--- config.mk ---
export PLATFORM = sky130hd
export DESIGN_NAME = desc_queue
export DESIGN_NICKNAME = d
export VERILOG_FILES = /design/src/rtl/accelerator_common_pkg.sv /design/src/rtl/desc_fifo.sv /design/src/rtl/desc_queue.sv
export SDC_FILE = /design/constraint.sdc
export NUM_CORES = 1
export LEC_CHECK = 0
export BUFFER_PORTS_ARGS = -buffer_cell sky130_fd_sc_hd__buf_2
export CORE_ASPECT_RATIO = 0.6
export CORE_MARGIN = 4
export CORE_UTILIZATION = 61
export CTS_CLUSTER_DIAMETER = 30
export DETAILED_ROUTE_END_ITERATION = 8
export PLACE_DENSITY = 0.87
export SYNTH_ARGS = -nofsm -noshare
export SYNTH_HDL_FRONTEND = slang
export SYNTH_SLANG_ARGS = --single-unit
export TNS_END_PERCENT = 1
--- constraint.sdc ---
create_clock -name clk -period 30.5 [get_ports clk]
set_clock_uncertainty 0.15 [all_clocks]
set_input_delay 4.575 -clock clk [delete_from_list [all_inputs] [get_ports clk]]
set_output_delay 4.575 -clock clk [all_outputs]
set_load 0.05 [all_outputs]
--- src/rtl/accelerator_common_pkg.sv ---
// Shared accelerator types: the 256-bit DMA descriptor layout and its
// field/flag positions, plus the range-end helper used by descriptor intake.
package accelerator_common_pkg;

    localparam int DATA_WIDTH    = 32;
    localparam int DESC_BITS     = 256;
    localparam int DESC_BEATS_32 = 8;
    localparam int DESC_BEATS_64 = 4;

    // Bit positions inside descriptor_t.flags
    localparam int FLAG_IRQ   = 0;
    localparam int FLAG_CHAIN = 1;
    localparam int FLAG_WRITE = 2;

    typedef struct packed {
        logic [63:0]  dram_addr;   // [255:192]
        logic [15:0]  sram_addr;   // [191:176]
        logic [15:0]  length;      // [175:160]
        logic [7:0]   flags;       // [159:152]
        logic [151:0] reserved;    // [151:0]
    } descriptor_t;

    // One extra bit so 0xFFFF + 0xFFFF cannot wrap into a legal range.
    function automatic logic [16:0] range_end(input logic [15:0] addr, input logic [15:0] len);
        return {1'b0, addr} + {1'b0, len};
    endfunction

endpackage

--- src/rtl/desc_fifo.sv ---
// Generic synchronous FIFO with a combinational head output so back-to-back
// entries drain without a bubble; clr empties it with priority over push/pop.
module desc_fifo #(
    parameter int WIDTH = 256,
    parameter int DEPTH = 4,
    localparam int PTR_W = $clog2(DEPTH),
    localparam int CNT_W = $clog2(DEPTH + 1)
) (
    input  logic             clk,
    input  logic             rst,
    input  logic             clr,
    input  logic             push,
    input  logic             pop,
    input  logic [WIDTH-1:0] din,
    output logic [WIDTH-1:0] dout,
    output logic             full,
    output logic             empty,
    output logic [CNT_W-1:0] count
);

    logic [WIDTH-1:0] mem [DEPTH];
    logic [PTR_W-1:0] wr_ptr_q, wr_ptr_d;
    logic [PTR_W-1:0] rd_ptr_q, rd_ptr_d;
    logic [CNT_W-1:0] count_q, count_d;
    logic             do_push;
    logic             do_pop;

    assign full    = (count_q == CNT_W'(DEPTH));
    assign empty   = (count_q == '0);
    assign count   = count_q;
    assign dout    = mem[rd_ptr_q];
    assign do_push = push && !full && !clr;
    assign do_pop  = pop && !empty && !clr;

    always_comb begin
        wr_ptr_d = wr_ptr_q;
        rd_ptr_d = rd_ptr_q;
        count_d  = count_q;
        if (clr) begin
            wr_ptr_d = '0;
            rd_ptr_d = '0;
            count_d  = '0;
        end else begin
            if (do_push) wr_ptr_d = wr_ptr_q + 1'b1;
            if (do_pop)  rd_ptr_d = rd_ptr_q + 1'b1;
            case ({do_push, do_pop})
                2'b10:   count_d = count_q + 1'b1;
                2'b01:   count_d = count_q - 1'b1;
                default: count_d = count_q;
            endcase
        end
    end

    always_ff @(posedge clk) begin
        if (rst) begin
            wr_ptr_q <= '0;
            rd_ptr_q <= '0;
            count_q  <= '0;
        end else begin
            wr_ptr_q <= wr_ptr_d;
            rd_ptr_q <= rd_ptr_d;
            count_q  <= count_d;
        end
    end

    always_ff @(posedge clk) begin
        if (do_push) mem[wr_ptr_q] <= din;
    end

endmodule

--- src/rtl/desc_queue.sv ---
// Descriptor intake: assembles WORD_W beats into 256-bit descriptors, rejects
// badly framed or out-of-range ones, and queues the rest for the consumer.
import accelerator_common_pkg::*;

module desc_queue #(
    parameter int WORD_W     = 32,
    parameter int DEPTH      = 4,
    parameter int SRAM_BYTES = 32768
) (
    input  logic                         clk,
    input  logic                         rst,
    input  logic                         flush,
    input  logic                         in_valid,
    output logic                         in_ready,
    input  logic [WORD_W-1:0]            in_data,
    input  logic                         in_last,
    output logic                         out_valid,
    input  logic                         out_ready,
    output descriptor_t                  out_desc,
    output logic [$clog2(DEPTH+1)-1:0]   occupancy,
    output logic                         err_frame,
    output logic                         err_range,
    output logic [15:0]                  accepted_cnt
);

    localparam int BEATS = DESC_BITS / WORD_W;
    localparam int BCW   = $clog2(BEATS);

    logic [BCW-1:0]              beat_cnt_q, beat_cnt_d;
    logic [DESC_BITS-WORD_W-1:0] asm_q, asm_d;
    logic                        err_frame_q, err_frame_d;
    logic                        err_range_q, err_range_d;
    logic [15:0]                 accepted_cnt_q, accepted_cnt_d;

    descriptor_t asm_full;
    logic        final_slot;
    logic        beat;
    logic        range_bad;
    logic        push;
    logic        pop;
    logic        fifo_full;
    logic        fifo_empty;

    // in_ready depends only on registered state, never on out_ready.
    assign final_slot = (beat_cnt_q == BCW'(BEATS - 1));
    assign in_ready   = !final_slot || !fifo_full;
    assign beat       = in_valid && in_ready;
    assign asm_full   = descriptor_t'({asm_q, in_data});
    assign range_bad  = (asm_full.length == '0) ||
                        (range_end(asm_full.sram_addr, asm_full.length) > 17'(SRAM_BYTES));
    assign out_valid  = !fifo_empty;
    assign pop        = out_valid && out_ready;

    always_comb begin
        beat_cnt_d     = beat_cnt_q;
        asm_d          = asm_q;
        err_frame_d    = 1'b0;
        err_range_d    = 1'b0;
        accepted_cnt_d = accepted_cnt_q;
        push           = 1'b0;
        if (flush) begin
            beat_cnt_d = '0;
        end else if (beat) begin
            asm_d = asm_full[DESC_BITS-WORD_W-1:0];
            if (final_slot) begin
                beat_cnt_d = '0;
                if (!in_last) begin
                    err_frame_d = 1'b1;
                end else if (range_bad) begin
                    err_range_d = 1'b1;
                end else begin
                    push           = 1'b1;
                    accepted_cnt_d = accepted_cnt_q + 16'd1;
                end
            end else if (in_last) begin
                beat_cnt_d  = '0;
                err_frame_d = 1'b1;
            end else begin
                beat_cnt_d = beat_cnt_q + 1'b1;
            end
        end
    end

    always_ff @(posedge clk) begin
        if (rst) begin
            beat_cnt_q     <= '0;
            err_frame_q    <= 1'b0;
            err_range_q    <= 1'b0;
            accepted_cnt_q <= '0;
        end else begin
            beat_cnt_q     <= beat_cnt_d;
            err_frame_q    <= err_frame_d;
            err_range_q    <= err_range_d;
            accepted_cnt_q <= accepted_cnt_d;
        end
    end

    // Assembly register is always fully overwritten before use.
    always_ff @(posedge clk) begin
        asm_q <= asm_d;
    end

    assign err_frame    = err_frame_q;
    assign err_range    = err_range_q;
    assign accepted_cnt = accepted_cnt_q;

    desc_fifo #(
        .WIDTH (DESC_BITS),
        .DEPTH (DEPTH)
    ) u_fifo (
        .clk   (clk),
        .rst   (rst),
        .clr   (flush),
        .push  (push),
        .pop   (pop),
        .din   (asm_full),
        .dout  (out_desc),
        .full  (fifo_full),
        .empty (fifo_empty),
        .count (occupancy)
    );

endmodule

==> flow_metrics.tcl <==
set metrics [dict create \
    status "finished clean" \
    synth_flop_cell "edfxtp_1" \
    rsz0062_at_grt "no" \
    syn_area_um2 46000 \
    final_area_um2 53500 \
    fp-row-count 77 \
    num_vias 21799 \
    worst_setup_path_end_kind "primary output" \
    yosysTopAreaCellShare 0.814 \
    first_pass_iters 5 \
    vias_per_cell 6.44 \
    antennaDiodeCount 0 \
    crit_family "buffers and inverters" \
    grt_pass1_wl_mm 154 \
    max-vdd-ir-drop_uv 70.6 \
    setup_violations 0 \
    die-area_um2 80100 \
    crit_buf_inv 3 \
    dpl_cell_area_um2 48800 \
    antenna_left 0 \
    cpMostUsedCell "buf_4" \
    max_stage_delay_ns 1.04 \
    holdCritStartpoint "asm_q[218]" \
    cts_tree "yes" \
    dieHeight_um 221 \
    ys_ff_latch 1278 \
    ios 317 \
    yosys-top-cells-area "edfxtp_1 (81%), mux4_2 (13%), dfxtp_1 (1.3%)" \
    syn_avg_cell_area_um2 24.5 \
    relSlewSlack 0.102 \
    hold_viol 0 \
    critical_path_class "reg -> out" \
    wl_met3_mm 9.28 \
    place_hpwl_mm 55.5 \
    r2r_slack_ns 24.31 \
    drive_gt1_frac 0.351 \
    synth_nets 1944 \
    grtUsageTotal 0.262 \
    first_global_vias 22311 \
    synth-edff-count 1248 \
    wl_met1_mm 39.4 \
    met2_length_mm 51.8 \
    die_w_um 363 \
    tightest_slew_ns 1.35 \
    htreeDepth 4 \
    cts-root-buf "clkbuf_16" \
    arrival_ns 4.54 \
    max_freq_mhz 108 \
    path_cells "buf_4 -> buf_4 -> mux4_2 -> buf_2" \
    fin_ws_ns 21.24 \
    drcViolationCount 0 \
    fin_nets 2352 \
    cts_sinks 1278 \
    yosysTopAreaCell "edfxtp_1" \
    p_per_area_nw_per_um2 69.0 \
    cts_inserted_buffers 139 \
    yosys_warnings 0 \
    dr.max_layer_used "met5" \
    min_period_ns 9.26 \
    postCtsHoldBufs 0 \
    startpoint_type "flop" \
    fillers 3968 \
    grt.overflow.total 0 \
    grt_start_max_net_pins 155 \
    max_cap_viol_count 0 \
    finalWirelength_mm 102 \
    yosysSeqAreaShare 0.827 \
    synth_cell_types 59 \
    post_cts_buffers 0 \
    clk_latency_ns 0.73 \
    finalSetupTns_ns 0 \
    wl_per_cell_um 30.3 \
    crit_fanout 53 \
    maxSlewViolCount 0 \
    period_share 0.304 \
    pre_cts_ws_ns 21.28 \
    r2r-start "asm_q[144]" \
    required_ns 25.78 \
    gp_congestion 0.854 \
    clock_tree.buffer_depth 3 \
    first_iter_violations 2824 \
    p_leak_uw 0.0172 \
    port_buffers 316 \
    syn_to_final_growth_pct 16.2 \
    hold_class "reg -> reg" \
    netlist_instances 1879 \
    start_util 0.621 \
    core_um2 74200 \
    antenna_found_initial 2 \
    ctsResizeCount 0 \
    cp_slowest_cell "dfxtp_4" \
    async_reset_ff_frac 0 \
    clk_pin_slew_ns 0.06 \
]
## final cells by class
| cell class | instances | area (µm²) | share of cell area |
|---|---|---|---|
| flip-flops and latches | 1278 | 38100 | 0.712 |
| multi-input cells | 522 | 7670 | 0.143 |
| clock buffers | 156 | 3610 | 0.0674 |
| repair buffers | 333 | 1780 | 0.0333 |
| well taps | 987 | 1230 | 0.0231 |
| clock inverters | 94 | 1070 | 0.0201 |
| inverters | 13 | 48.8 | 0.000912 |
## where the power goes
part           internal (µW)  switching (µW)
Clock                    991             721
Sequential              1930            17.9
Combinational           8.07            20.9
Total                   2930             760
## cell families (layout without fill, tap and decap cells)
group	Yosys count	in the layout	synth area share
XOR/XNOR	7	7	0.00133
buffers and inverters	79	596	0.00677
flip-flops	1278	1278	0.827
multiplexers	272	272	0.129
AND/OR/NAND/NOR	134	134	0.0163
AO/OA/AOI/OAI	82	82	0.0119
adder cells (fa/ha/maj)	27	27	0.00766
## state kept, by name, indices dropped and copies added, names as in the netlist, named ones only
signal,flops
u_fifo.rd_ptr_q,2
err_frame,1
u_fifo.wr_ptr_q,2
beat_cnt_q,3
err_range,1
accepted_cnt,16
asm_q,224
u_fifo.mem,1024
u_fifo.count,3
## layer usage
layer | up-vias | track usage
met3 | 177 | 0.0612
met2 | 1268 | 0.420
met5 | - | 0
met4 | 2 | 0.0623
met1 | 11517 | 0.376
li1 | 8835 | -
## per-stage QoR
| stage | hold slack [ns] | total power (µW) | instances | utilization |
|---|---|---|---|---|
| floorplan | 0.309 | 2000 | 1879 | - |
| global placement | 0.316 | 2010 | 3133 | 0.658 |
| detailed placement | 0.339 | 2020 | 3133 | 0.658 |
| CTS | 0.320 | 3710 | 3383 | 0.721 |
| global route | 0.357 | 3800 | 3383 | 0.721 |
| finish | 0.317 | 3690 | 3383 | 0.721 |
## path summary, 6_finish.rpt
kind	endpoint	cells after the start
worst max-delay path	out_desc[38]	4
worst min-delay path	u_fifo.mem[2][250]	0
worst max register to register	u_fifo.mem[2][22]	11
worst min register to register	u_fifo.mem[2][250]	0
## cells in the final DEF (no fill, tap or decap), drive strengths merged, types with 16 or more instances in the layout
master and count:
ha 25, a21oi 32, mux4 256, nor2 30
clkbuf 156, inv 44, dfxtp 30, edfxtp 1248
buf 333, nor2b 16, clkinv 35, nand2 21
## synth_stat cells, types with 8 or more instances
| master | number |
|---|---|
| edfxtp_1 | 1248 |
| mux4_2 | 256 |
| buf_1 | 41 |
| dfxtp_1 | 30 |
| nor2_1 | 30 |
| a21oi_1 | 25 |
| ha_1 | 25 |
| clkbuf_1 | 23 |
| nand2_1 | 21 |
| nor2b_1 | 16 |
| inv_1 | 13 |
| o21ai_0 | 13 |
| nand3_1 | 11 |
| and2_1 | 8 |
No activity file was read; power rests on OpenSTA's default activity.
